<file path="src/rtl/element_wise_requant_pkg.sv">
// Shared constants, FSM encoding and fixed-point helper functions for the
// requantization datapath (also intended for reuse by the dequant path).
package element_wise_requant_pkg;

   localparam logic signed [31:0] INT32_MIN      = 32'sh8000_0000;
   localparam logic signed [31:0] INT32_MAX      = 32'sh7fff_ffff;
   // Rounding nudges applied to the 64-bit Q31 product before the divide.
   localparam logic signed [63:0] Q31_NUDGE_POS  = 64'sd1073741824;
   localparam logic signed [63:0] Q31_NUDGE_NEG  = -64'sd1073741823;
   // Bias that turns an arithmetic shift into truncation toward zero.
   localparam logic signed [63:0] Q31_TRUNC_BIAS = 64'sd2147483647;

   typedef enum logic [1:0] {
      ST_IDLE  = 2'd0,
      ST_RUN   = 2'd1,
      ST_DRAIN = 2'd2
   } state_t;

   // Saturating rounding doubling high multiply of two Q31 values.
   function automatic logic signed [31:0] srdhm(input logic signed [31:0] a,
                                                input logic signed [31:0] b);
      logic signed [63:0] a64;
      logic signed [63:0] b64;
      logic signed [63:0] ab;
      logic signed [63:0] nudged;
      logic signed [63:0] q;
      a64 = a;
      b64 = b;
      ab  = a64 * b64;
      if (ab >= 0) nudged = ab + Q31_NUDGE_POS;
      else         nudged = ab + Q31_NUDGE_NEG;
      if (nudged < 0) q = (nudged + Q31_TRUNC_BIAS) >>> 31;
      else            q = nudged >>> 31;
      if (a == INT32_MIN && b == INT32_MIN) return INT32_MAX;
      return $signed(q[31:0]);
   endfunction

   // Round-half-away-from-zero arithmetic right shift by e (0..31).
   function automatic logic signed [31:0] rdbpot(input logic signed [31:0] x,
                                                 input logic [4:0] e);
      logic [31:0]        mask;
      logic [31:0]        rem;
      logic [31:0]        thr;
      logic signed [31:0] q;
      mask = (32'd1 << e) - 32'd1;
      rem  = x & mask;
      thr  = (mask >> 1) + {31'd0, x[31]};
      q    = x >>> e;
      if (rem > thr) q = q + 32'sd1;
      return q;
   endfunction

endpackage

</file>
<file path="src/rtl/element_wise_requant_stage.sv">
// requant_stage: three-stage requantization datapath (SRDHM, rounding
// right shift, zero point + clamp). All stages advance on a common enable.
module requant_stage
   import element_wise_requant_pkg::*;
#(
   parameter int INT32_WIDTH = 32,
   parameter int INT8_WIDTH  = 8
) (
   input  logic                          clk,
   input  logic                          rst,
   input  logic                          en,
   input  logic                          in_valid,
   input  logic signed [INT32_WIDTH-1:0] data_in,
   input  logic signed [INT32_WIDTH-1:0] multiplier,
   input  logic signed [INT32_WIDTH-1:0] shift,
   input  logic signed [INT32_WIDTH-1:0] zero_point,
   input  logic signed [INT8_WIDTH-1:0]  act_min,
   input  logic signed [INT8_WIDTH-1:0]  act_max,
   output logic                          out_valid,
   output logic signed [INT8_WIDTH-1:0]  data_out
);

   logic                          s1_valid;
   logic signed [INT32_WIDTH-1:0] s1_data;
   logic                          s2_valid;
   logic signed [INT32_WIDTH-1:0] s2_data;

   logic [5:0]                    lsh;
   logic [4:0]                    rsh;
   logic signed [INT32_WIDTH-1:0] neg_shift;
   logic signed [INT32_WIDTH-1:0] x_shl;
   logic signed [INT32_WIDTH-1:0] s1_res;
   logic signed [INT32_WIDTH-1:0] s2_res;
   logic signed [INT32_WIDTH+1:0] sum;
   logic signed [INT32_WIDTH+1:0] lo;
   logic signed [INT32_WIDTH+1:0] hi;
   logic signed [INT32_WIDTH+1:0] clamped;

   // Split the signed exponent into a left amount (32 = everything shifted out) and a right amount capped at 31.
   always_comb begin
      lsh       = 6'd0;
      rsh       = 5'd0;
      neg_shift = -shift;
      if (shift > 32'sd31)      lsh = 6'd32;
      else if (shift > 32'sd0)  lsh = {1'b0, shift[4:0]};
      if (shift < -32'sd31)     rsh = 5'd31;
      else if (shift < 32'sd0)  rsh = neg_shift[4:0];
   end

   // Per-stage arithmetic: wrapping left shift + SRDHM, rounding divide, zero point and clamp.
   always_comb begin
      x_shl   = lsh[5] ? '0 : (data_in << lsh[4:0]);
      s1_res  = srdhm(x_shl, multiplier);
      s2_res  = rdbpot(s1_data, rsh);
      sum     = $signed({{2{s2_data[INT32_WIDTH-1]}}, s2_data})
              + $signed({{2{zero_point[INT32_WIDTH-1]}}, zero_point});
      lo      = $signed({{(INT32_WIDTH+2-INT8_WIDTH){act_min[INT8_WIDTH-1]}}, act_min});
      hi      = $signed({{(INT32_WIDTH+2-INT8_WIDTH){act_max[INT8_WIDTH-1]}}, act_max});
      clamped = sum;
      // Lower bound first, so an inverted range resolves to act_max.
      if (clamped < lo) clamped = lo;
      if (clamped > hi) clamped = hi;
   end

   // Pipeline registers; everything holds while en is low.
   always_ff @(posedge clk or negedge rst) begin
      if (!rst) begin
         s1_valid  <= 1'b0;
         s1_data   <= '0;
         s2_valid  <= 1'b0;
         s2_data   <= '0;
         out_valid <= 1'b0;
         data_out  <= '0;
      end else if (en) begin
         s1_valid  <= in_valid;
         s1_data   <= s1_res;
         s2_valid  <= s1_valid;
         s2_data   <= s2_res;
         out_valid <= s2_valid;
         data_out  <= clamped[INT8_WIDTH-1:0];
      end
   end

endmodule

</file>
<file path="src/rtl/element_wise_requant.sv">
// element_wise_requant: job control (FSM, configuration, counters) around
// the requant_stage datapath with ready/valid handshakes on both sides.
module element_wise_requant
   import element_wise_requant_pkg::*;
#(
   parameter int INT32_WIDTH = 32,
   parameter int INT8_WIDTH  = 8,
   parameter int IDX_WIDTH   = 18
) (
   input  logic                          clk,
   input  logic                          rst,
   input  logic                          start_i,
   input  logic [IDX_WIDTH-1:0]          num_elements_i,
   input  logic signed [INT32_WIDTH-1:0] output_multiplier_i,
   input  logic signed [INT32_WIDTH-1:0] output_shift_i,
   input  logic signed [INT32_WIDTH-1:0] output_zero_point_i,
   input  logic signed [INT8_WIDTH-1:0]  act_min_i,
   input  logic signed [INT8_WIDTH-1:0]  act_max_i,
   input  logic signed [INT32_WIDTH-1:0] data_in,
   input  logic                          valid_in,
   output logic                          ready_o,
   output logic signed [INT8_WIDTH-1:0]  data_out,
   output logic                          valid_out,
   input  logic                          ready_in,
   output logic [IDX_WIDTH-1:0]          data_idx_o,
   output logic                          busy_o,
   output logic                          done_o
);

   state_t                        state;
   state_t                        state_next;

   logic [IDX_WIDTH-1:0]          cfg_num;
   logic signed [INT32_WIDTH-1:0] cfg_mult;
   logic signed [INT32_WIDTH-1:0] cfg_shift;
   logic signed [INT32_WIDTH-1:0] cfg_zp;
   logic signed [INT8_WIDTH-1:0]  cfg_amin;
   logic signed [INT8_WIDTH-1:0]  cfg_amax;
   logic [IDX_WIDTH-1:0]          in_cnt;

   logic advance;
   logic in_fire;
   logic out_fire;
   logic job_start;
   logic last_in;
   logic last_out;

   assign advance   = !valid_out || ready_in;
   assign in_fire   = valid_in && ready_o;
   assign out_fire  = valid_out && ready_in;
   assign job_start = (state == ST_IDLE) && start_i;
   assign last_in   = in_fire && (in_cnt == cfg_num - IDX_WIDTH'(1));
   assign last_out  = out_fire && (data_idx_o == cfg_num - IDX_WIDTH'(1));

   // State register.
   always_ff @(posedge clk or negedge rst) begin
      if (!rst) state <= ST_IDLE;
      else      state <= state_next;
   end

   // Next-state logic.
   always_comb begin
      state_next = state;
      case (state)
         ST_IDLE:  if (start_i)  state_next = ST_RUN;
         ST_RUN:   if (last_in)  state_next = ST_DRAIN;
         ST_DRAIN: if (last_out) state_next = ST_IDLE;
         default:  state_next = ST_IDLE;
      endcase
   end

   // Outputs decoded from state; input acceptance stops whenever the pipe is stalled.
   always_comb begin
      ready_o = (state == ST_RUN) && advance;
      busy_o  = (state != ST_IDLE);
   end

   // Configuration is captured only when a job is launched from IDLE; a count of 0 runs one element.
   always_ff @(posedge clk or negedge rst) begin
      if (!rst) begin
         cfg_num   <= '0;
         cfg_mult  <= '0;
         cfg_shift <= '0;
         cfg_zp    <= '0;
         cfg_amin  <= '0;
         cfg_amax  <= '0;
      end else if (job_start) begin
         cfg_num   <= (num_elements_i == '0) ? IDX_WIDTH'(1) : num_elements_i;
         cfg_mult  <= output_multiplier_i;
         cfg_shift <= output_shift_i;
         cfg_zp    <= output_zero_point_i;
         cfg_amin  <= act_min_i;
         cfg_amax  <= act_max_i;
      end
   end

   // Accepted-input and output-index counters, cleared at each job launch; done pulses after the final output.
   always_ff @(posedge clk or negedge rst) begin
      if (!rst) begin
         in_cnt     <= '0;
         data_idx_o <= '0;
         done_o     <= 1'b0;
      end else begin
         done_o <= (state == ST_DRAIN) && last_out;
         if (job_start) begin
            in_cnt     <= '0;
            data_idx_o <= '0;
         end else begin
            if (in_fire)  in_cnt     <= in_cnt + IDX_WIDTH'(1);
            if (out_fire) data_idx_o <= data_idx_o + IDX_WIDTH'(1);
         end
      end
   end

   requant_stage #(
      .INT32_WIDTH (INT32_WIDTH),
      .INT8_WIDTH  (INT8_WIDTH)
   ) u_stage (
      .clk        (clk),
      .rst        (rst),
      .en         (advance),
      .in_valid   (in_fire),
      .data_in    (data_in),
      .multiplier (cfg_mult),
      .shift      (cfg_shift),
      .zero_point (cfg_zp),
      .act_min    (cfg_amin),
      .act_max    (cfg_amax),
      .out_valid  (valid_out),
      .data_out   (data_out)
   );

endmodule

</file>
<file path="config.mk">
export PLATFORM = sky130hd
export DESIGN_NAME = element_wise_requant
export DESIGN_NICKNAME = d
export VERILOG_FILES = /design/src/rtl/element_wise_requant_pkg.sv /design/src/rtl/element_wise_requant_stage.sv /design/src/rtl/element_wise_requant.sv
export SDC_FILE = /design/constraint.sdc
export NUM_CORES = 2
export LEC_CHECK = 0
export CORE_UTILIZATION = 55
export DETAILED_ROUTE_END_ITERATION = 7
export HOLD_SLACK_MARGIN = 0.1
export PLACE_DENSITY_LB_ADDON = 0.12
export SLEW_MARGIN = 20
export SYNTH_ARGS = -nofsm -noshare
export SYNTH_HDL_FRONTEND = slang
export SYNTH_SLANG_ARGS = --single-unit
</file>
<file path="constraint.sdc">
create_clock -name clk -period 13.15 [get_ports clk]
set_input_delay 2.63 -clock clk [delete_from_list [all_inputs] [get_ports clk]]
set_output_delay 2.63 -clock clk [all_outputs]
set_load 0.02 [all_outputs]
</file>
== After elaboration in Yosys (flattened, before gate mapping) ==
Index checks and enable logic that the tools add are counted.
Storage, ports and cells
  input port bits: 167
  output and inout port bits: 30
  memories kept: 0
  RAM bits: 0
  register bits after elaboration: 244
  bits in read-only memories: 0
  logic and storage cells: 88
  latch bits: 0
Cells by class
  div/mod/pow operators: 0
  bitwise operators: 1
  muxes and demuxes: 22
  reductions and logical operators: 16
  equal/unequal tests: 9
  add/sub/neg operators: 11
  $lt $le $gt $ge: 9
  $mul: 1
  shift-type cells: 3
Operators by type and width (count)
  $mux 32: 5
  $mux 18: 5
  $add 64x31->64 const B: 1
  $add 64x32->64 const B: 1
  $eq 32x32->1 const B: 2
  $ge 64x1->1 const B: 1
  $lt 64x1->1 const B: 1
  $mul 32x32->64: 1
  $mux 64: 1
  $add 63x32->63 const B: 1
  $add 18x1->18 const B: 2
  $eq 18x18->1: 2
  $gt 34x8->1: 1
  $mux 34: 1
  $add 32x32->33: 1
  $lt 33x8->1: 1
  $add 31x1->32: 1
  $add 32x2->32 const B: 1
  $and 32x32->32: 1
  $gt 32x1->1 const B: 1
  $gt 32x32->1: 1
  $gt 32x6->1 const B: 1
  $lt 32x1->1 const B: 1
  $lt 32x6->1 const B: 1
  other kinds (22): 37

== Logic depth before layout (Yosys ltp) ==
  depth in word-level cells: 11
  mapped depth: 56
  mapped depth without buffers: 50

== Cells and area by module ==
Synthesis repeated with hierarchy kept, for this count alone.
Second synthesis, totals
  cells, all modules: 6682
  area, all modules: 59752.3 µm²
By module, submodules not included
  requant_stage: cells each 6046, times used 1, area an instance 51957.3 µm², sequential area each 1876.8 µm²
  element_wise_requant: cells each 636, times used 1, area an instance 7795.0 µm², sequential area each 4229.1 µm²

== Worst setup path before layout ==
No wires, ideal clock.
  kind: input-to-reg
  start: input data_in[3]
  end: register u_stage.s1_data[29]
  required time: 13.073 ns
  data arrival time: 13.883 ns
  setup time: 0.077 ns
  stages: 43
  setup slack: -0.811 ns
  buffers on the path: 4
  path through: mux2i_1 mux2i_1 mux2i_1 nand2_1 o21ai_0 o22ai_1 clkbuf_1 clkbuf_1 nand2_1 fa_1 fa_1 inv_1 fa_1 fa_1 inv_1 fa_1 inv_1 fa_1 (+7 left out) nor2_1 nand2_1 or4_1 a21oi_4 o211ai_2 and2_1 buf_2 a221oi_2 a21oi_1 xnor2_1 or3b_1 nor3_4 nand3_4 nor4b_4 nand3_1 or4_1 a21o_1 a21oi_1
On the way
  cells in the longest elaborated chain, start to end: 8
  elaborated cells on any way between the ends: 14
  those cells by class: add/sub (3); mul (1); order compare (2); eq/ne (1); shift (1); mux (5); reduce/logical (1)
RTL lines
  start: declaration: RTL line element_wise_requant.sv:19  | input logic signed [INT32_WIDTH-1:0] data_in,
  $shl 32x5->32 (*): RTL line element_wise_requant_stage.sv:52  | x_shl = lsh[5] ? '0 : (data_in << lsh[4:0]);
  $mux 32 (*): RTL line element_wise_requant_stage.sv:52
  $mul 32x32->64: RTL line element_wise_requant_pkg.sv:29  | ab = a64 * b64;
  $add 64x31->64, or another cell as far along: RTL line element_wise_requant_pkg.sv:31  | else nudged = ab + Q31_NUDGE_NEG;
  $mux 64: RTL line element_wise_requant_pkg.sv:30  | if (ab >= 0) nudged = ab + Q31_NUDGE_POS;
  $add 63x32->63 / $lt 64x1->1 (equally long branches): RTL line element_wise_requant_pkg.sv:32  | if (nudged < 0) q = (nudged + Q31_TRUNC_BIAS) >>> 31;
  $mux 32: RTL line element_wise_requant_pkg.sv:32
  $mux 32 (*): RTL line element_wise_requant_pkg.sv:35  | return $signed(q[31:0]);
  end signal: assignment: RTL line element_wise_requant_stage.sv:76  | s1_data <= s1_res;
  end: declaration: RTL line element_wise_requant_stage.sv:24  | logic signed [INT32_WIDTH-1:0] s1_data;
Mark *: on every way between the ends. The rest lies on a longest branch, timed or not.
A chain may end at the register's enable or synchronous reset.

== Final worst setup path ==
  start: input data_in[31]
  end: register u_stage.s1_data[29]
The elaborated chain is that of the path after synthesis.

==> summary.md <==
| Metric | Value |
|---|---|
| Status | `complete, no violations` |
| Post-Syn Instances | `6769` |
| Cell area after layout | `71800 sq um` |
| TritonCTS sink count | `244` |
| Mux contribution to synthesized area | `0.0503` |
| Yosys top cell area share | `0.364` |
| Reg clk slew, reported paths | `0.06 ns` |
| Port Buffers | `196` |
| Syn nets | `8344` |
| Initial Utilization | `0.555` |
| Worst Skew | `0.0241 ns` |
| CTS root buffer | `clkbuf_16` |
| DRC | `0` |
| Die X | `331 um` |
| Multi-input gate area | `49600 sq um` |
| Rows | `120` |
| Main synth FF type | `dfrtp_1` |
| CP startpoint kind | `input port` |
| CORE AREA | `107000 sq um` |
| Fin crit period | `13.01 ns` |
| Synth unique cells | `111` |
| Final setup fails | `0` |
| Initial antenna violation count | `1` |
| Post-synth ARST share | `1.00` |
| Worst hold slack | `0.459 ns` |
| DIE AREA | `110000 sq um` |
| Remaining global-route overflow | `0` |
| Post-route ant nets | `0` |
| Worst R2R Setup Slack | `0.33 ns` |
| DR pass1 iterations | `6` |
| Critical path type | `in2reg` |
| R2R Path End | `u_stage.s1_data[29]$_DFFE_PN0N_` |
| CTS tree | `done` |
| Min-delay src | `u_stage.s2_valid$_DFFE_PN0N_` |
| IO Pins | `197` |
| FMAX | `76.9 MHz` |
| EDFF count, synth | `0` |
| Post-Synth Adder-Cell Area | `0.433` |
| Largest family of logic cells by synthesized area | `adder cells` |
| Top cells by area, synth | `fa_1, dfrtp_1, inv_1` |
| Post-placement cell area | `68100 sq um` |
| Unrepaired setup endpoints after global routing | `yes` |
| Post-DP HPWL | `144000 um` |
| Later-pin clock latency in the skew report | `0.64 ns` |
| Max-Cap Viols | `0` |
| Most Frequent Cell on Critical Path | `fa_1` |
| Max Slew Vio Count | `0` |
| Area leader, netlist | `fa_1` |
| Total GRT Usage | `0.331` |
| Synth Area in XOR/XNOR | `0.0407` |
| Worst Reg-to-Reg Cells | `52` |
| Max incr delay on CP | `0.59 ns` |
| Post-synthesis simple-gate area fraction | `0.186` |
| Worst Hold Class | `reg2reg` |
| Share of cells above drive strength 1 | `0.186` |
| Mapped Avg Cell Area | `8.80 sq um` |
| Worst-path fanout max | `8` |
| Post-place setup slack | `-1.22 ns` |
| Storage element area | `6110 sq um` |
| Largest net degree at the start of global routing | `140` |
| H-tree levels | `1` |
| Nets | `9039` |
| Count leader, synth | `inv_1` |
| Vias | `50500` |
| First-pass GRT wire length | `285000 um` |
| Post-synthesis sequential area ratio | `0.103` |
| Flops & latches, synth | `244` |
| CTS Buf Count | `30` |
| Slew HR | `0.0641` |
| Total wire length | `180000 um` |
| YS warnings | `0` |
| Final period util | `0.989` |
| Layout overhead on the synthesized area | `20.6%` |
| Commonest cells in the netlist | `inv_1, fa_1, nand2_1, and2_1, clkbuf_1` |
| Vias in the first global route | `53000` |
| Hold Buf Count CTS | `0` |
| # fillers | `8852` |
| CP endpoint | `u_stage.s1_data[29]$_DFFE_PN0N_` |
| Final core occ | `0.670` |
| CP endpoint kind | `register` |
| RD Place Congestion | `0.954` |
| Slowest-stage cell, CP | `fa_1` |
| Final hold violations | `0` |
| Height of the die | `331 um` |
| Setup slack after layout | `0.142 ns` |
| Mapped Area | `59500 sq um` |
| Req. time, crit path | `13.71 ns` |
| Routed length per instance | `20.2 um` |
| R2R Path Start | `cfg_shift[5]$_DFFE_PN0P_` |
| Setup crit start | `data_in[31]` |
| Actual slew at the worst max-slew pin | `1.40 ns` |
| Synth Area in Compound Gates | `0.0922` |
| Routed vias/inst | `5.68` |
| Worst Path Arrival | `13.57 ns` |
| Initial DRC count | `3280` |
| CTS Buffer Depth | `3` |
[cell type report]
type / count / area share
timing repair buffer: 1028 / 0.126
clock buffer: 37 / 0.0111
tap: 1403 / 0.0244
multi-input combinational: 5022 / 0.691
sequential: 244 / 0.0851
antenna: 2 / 0.0000697
clock inverter: 18 / 0.00312
inverter: 1138 / 0.0596
[stage by stage]
| stage | cells | setup TNS (ns) |
|---|---|---|
| 6_report | 8892 | 0 |
| 5_1_grt | 8890 | -1.27 |
| 4_1_cts | 8816 | -0.114 |
| 3_5_place_dp | 8747 | -26.26 |
| 3_3_place_gp | 8747 | -23.99 |
| 2_1_floorplan | 6769 | -0.335 |
[placed cells by master (no fill, tap or decap), drive strengths merged, types with 164 or more instances in the layout]
cell	instances
nand2	816
dfrtp	244
inv	1140
clkdlybuf4s50	164
ha	324
buf	823
nor2	315
o21ai	175
and2	464
a21oi	261
fa	1084
[worst min path at each step]
stage / end / slack, ns / depth (start not counted)
CTS: u_stage.s2_valid$_DFFE_PN0N_ / 0.46 / 2
finish: u_stage.s2_valid$_DFFE_PN0N_ / 0.46 / 2
global placement: u_stage.out_valid$_DFFE_PN0N_ / 0.44 / 1
floorplan: u_stage.s2_valid$_DFFE_PN0N_ / 0.43 / 2
global route: u_stage.data_out[1]$_DFFE_PN0N_ / 0.50 / 2
detailed placement: u_stage.s2_valid$_DFFE_PN0N_ / 0.45 / 2
[metal layers]
layer / vias to the layer above / global-route usage / share of wire / routed length (um)
met5: - / 0 / 0 / 0
met4: 0 / 0.109 / 0.040 / 7180
met3: 391 / 0.0364 / 0.066 / 11900
met2: 1687 / 0.573 / 0.49 / 87400
met1: 25600 / 0.434 / 0.41 / 73500
li1: 22800 / - / - / -
[cell families (layout without fill, tap and decap cells)]
group / Yosys count / in the layout
buffers and inverters: 1504 / 2221
adder cells (fa/ha/maj): 1408 / 1408
AO/OA/AOI/OAI: 833 / 833
flip-flops: 244 / 244
XOR/XNOR: 274 / 274
other: 2 / 4
AND/OR/NAND/NOR: 2221 / 2222
multiplexers: 283 / 283
[worst max-delay path: cells and delay by family]
| kind | cells | cell delay [ns] |
|---|---|---|
| compound gates | 10 | 1.71 |
| buf+inv | 8 | 1.57 |
| xor+xnor | 1 | 0.27 |
| mux | 1 | 0.27 |
| simple gates | 11 | 2.65 |
| fa+ha+maj | 9 | 4.44 |
[sequential cells by signal (all words and copies together), names as in the netlist]
signal and flops:
cfg_amax 8, cfg_amin 8, cfg_mult 32, cfg_num 18, cfg_shift 32, cfg_zp 32
data_idx_o 18, done_o 1, in_cnt 18, state 2, u_stage.data_out 8, u_stage.out_valid 1
u_stage.s1_data 32, u_stage.s1_valid 1, u_stage.s2_data 32, u_stage.s2_valid 1
[what timing repair did]
action	CTS	global route
resized for setup	99	306
hold endpoints to repair	0	0
setup endpoints to repair	26	32
cloned	0	9
setup buffers	14	64
pin swaps	34	202
Power is left out: the tool's default activity adds up to more than one toggle a clock period on the data nets, which glitch-free logic cannot reach.
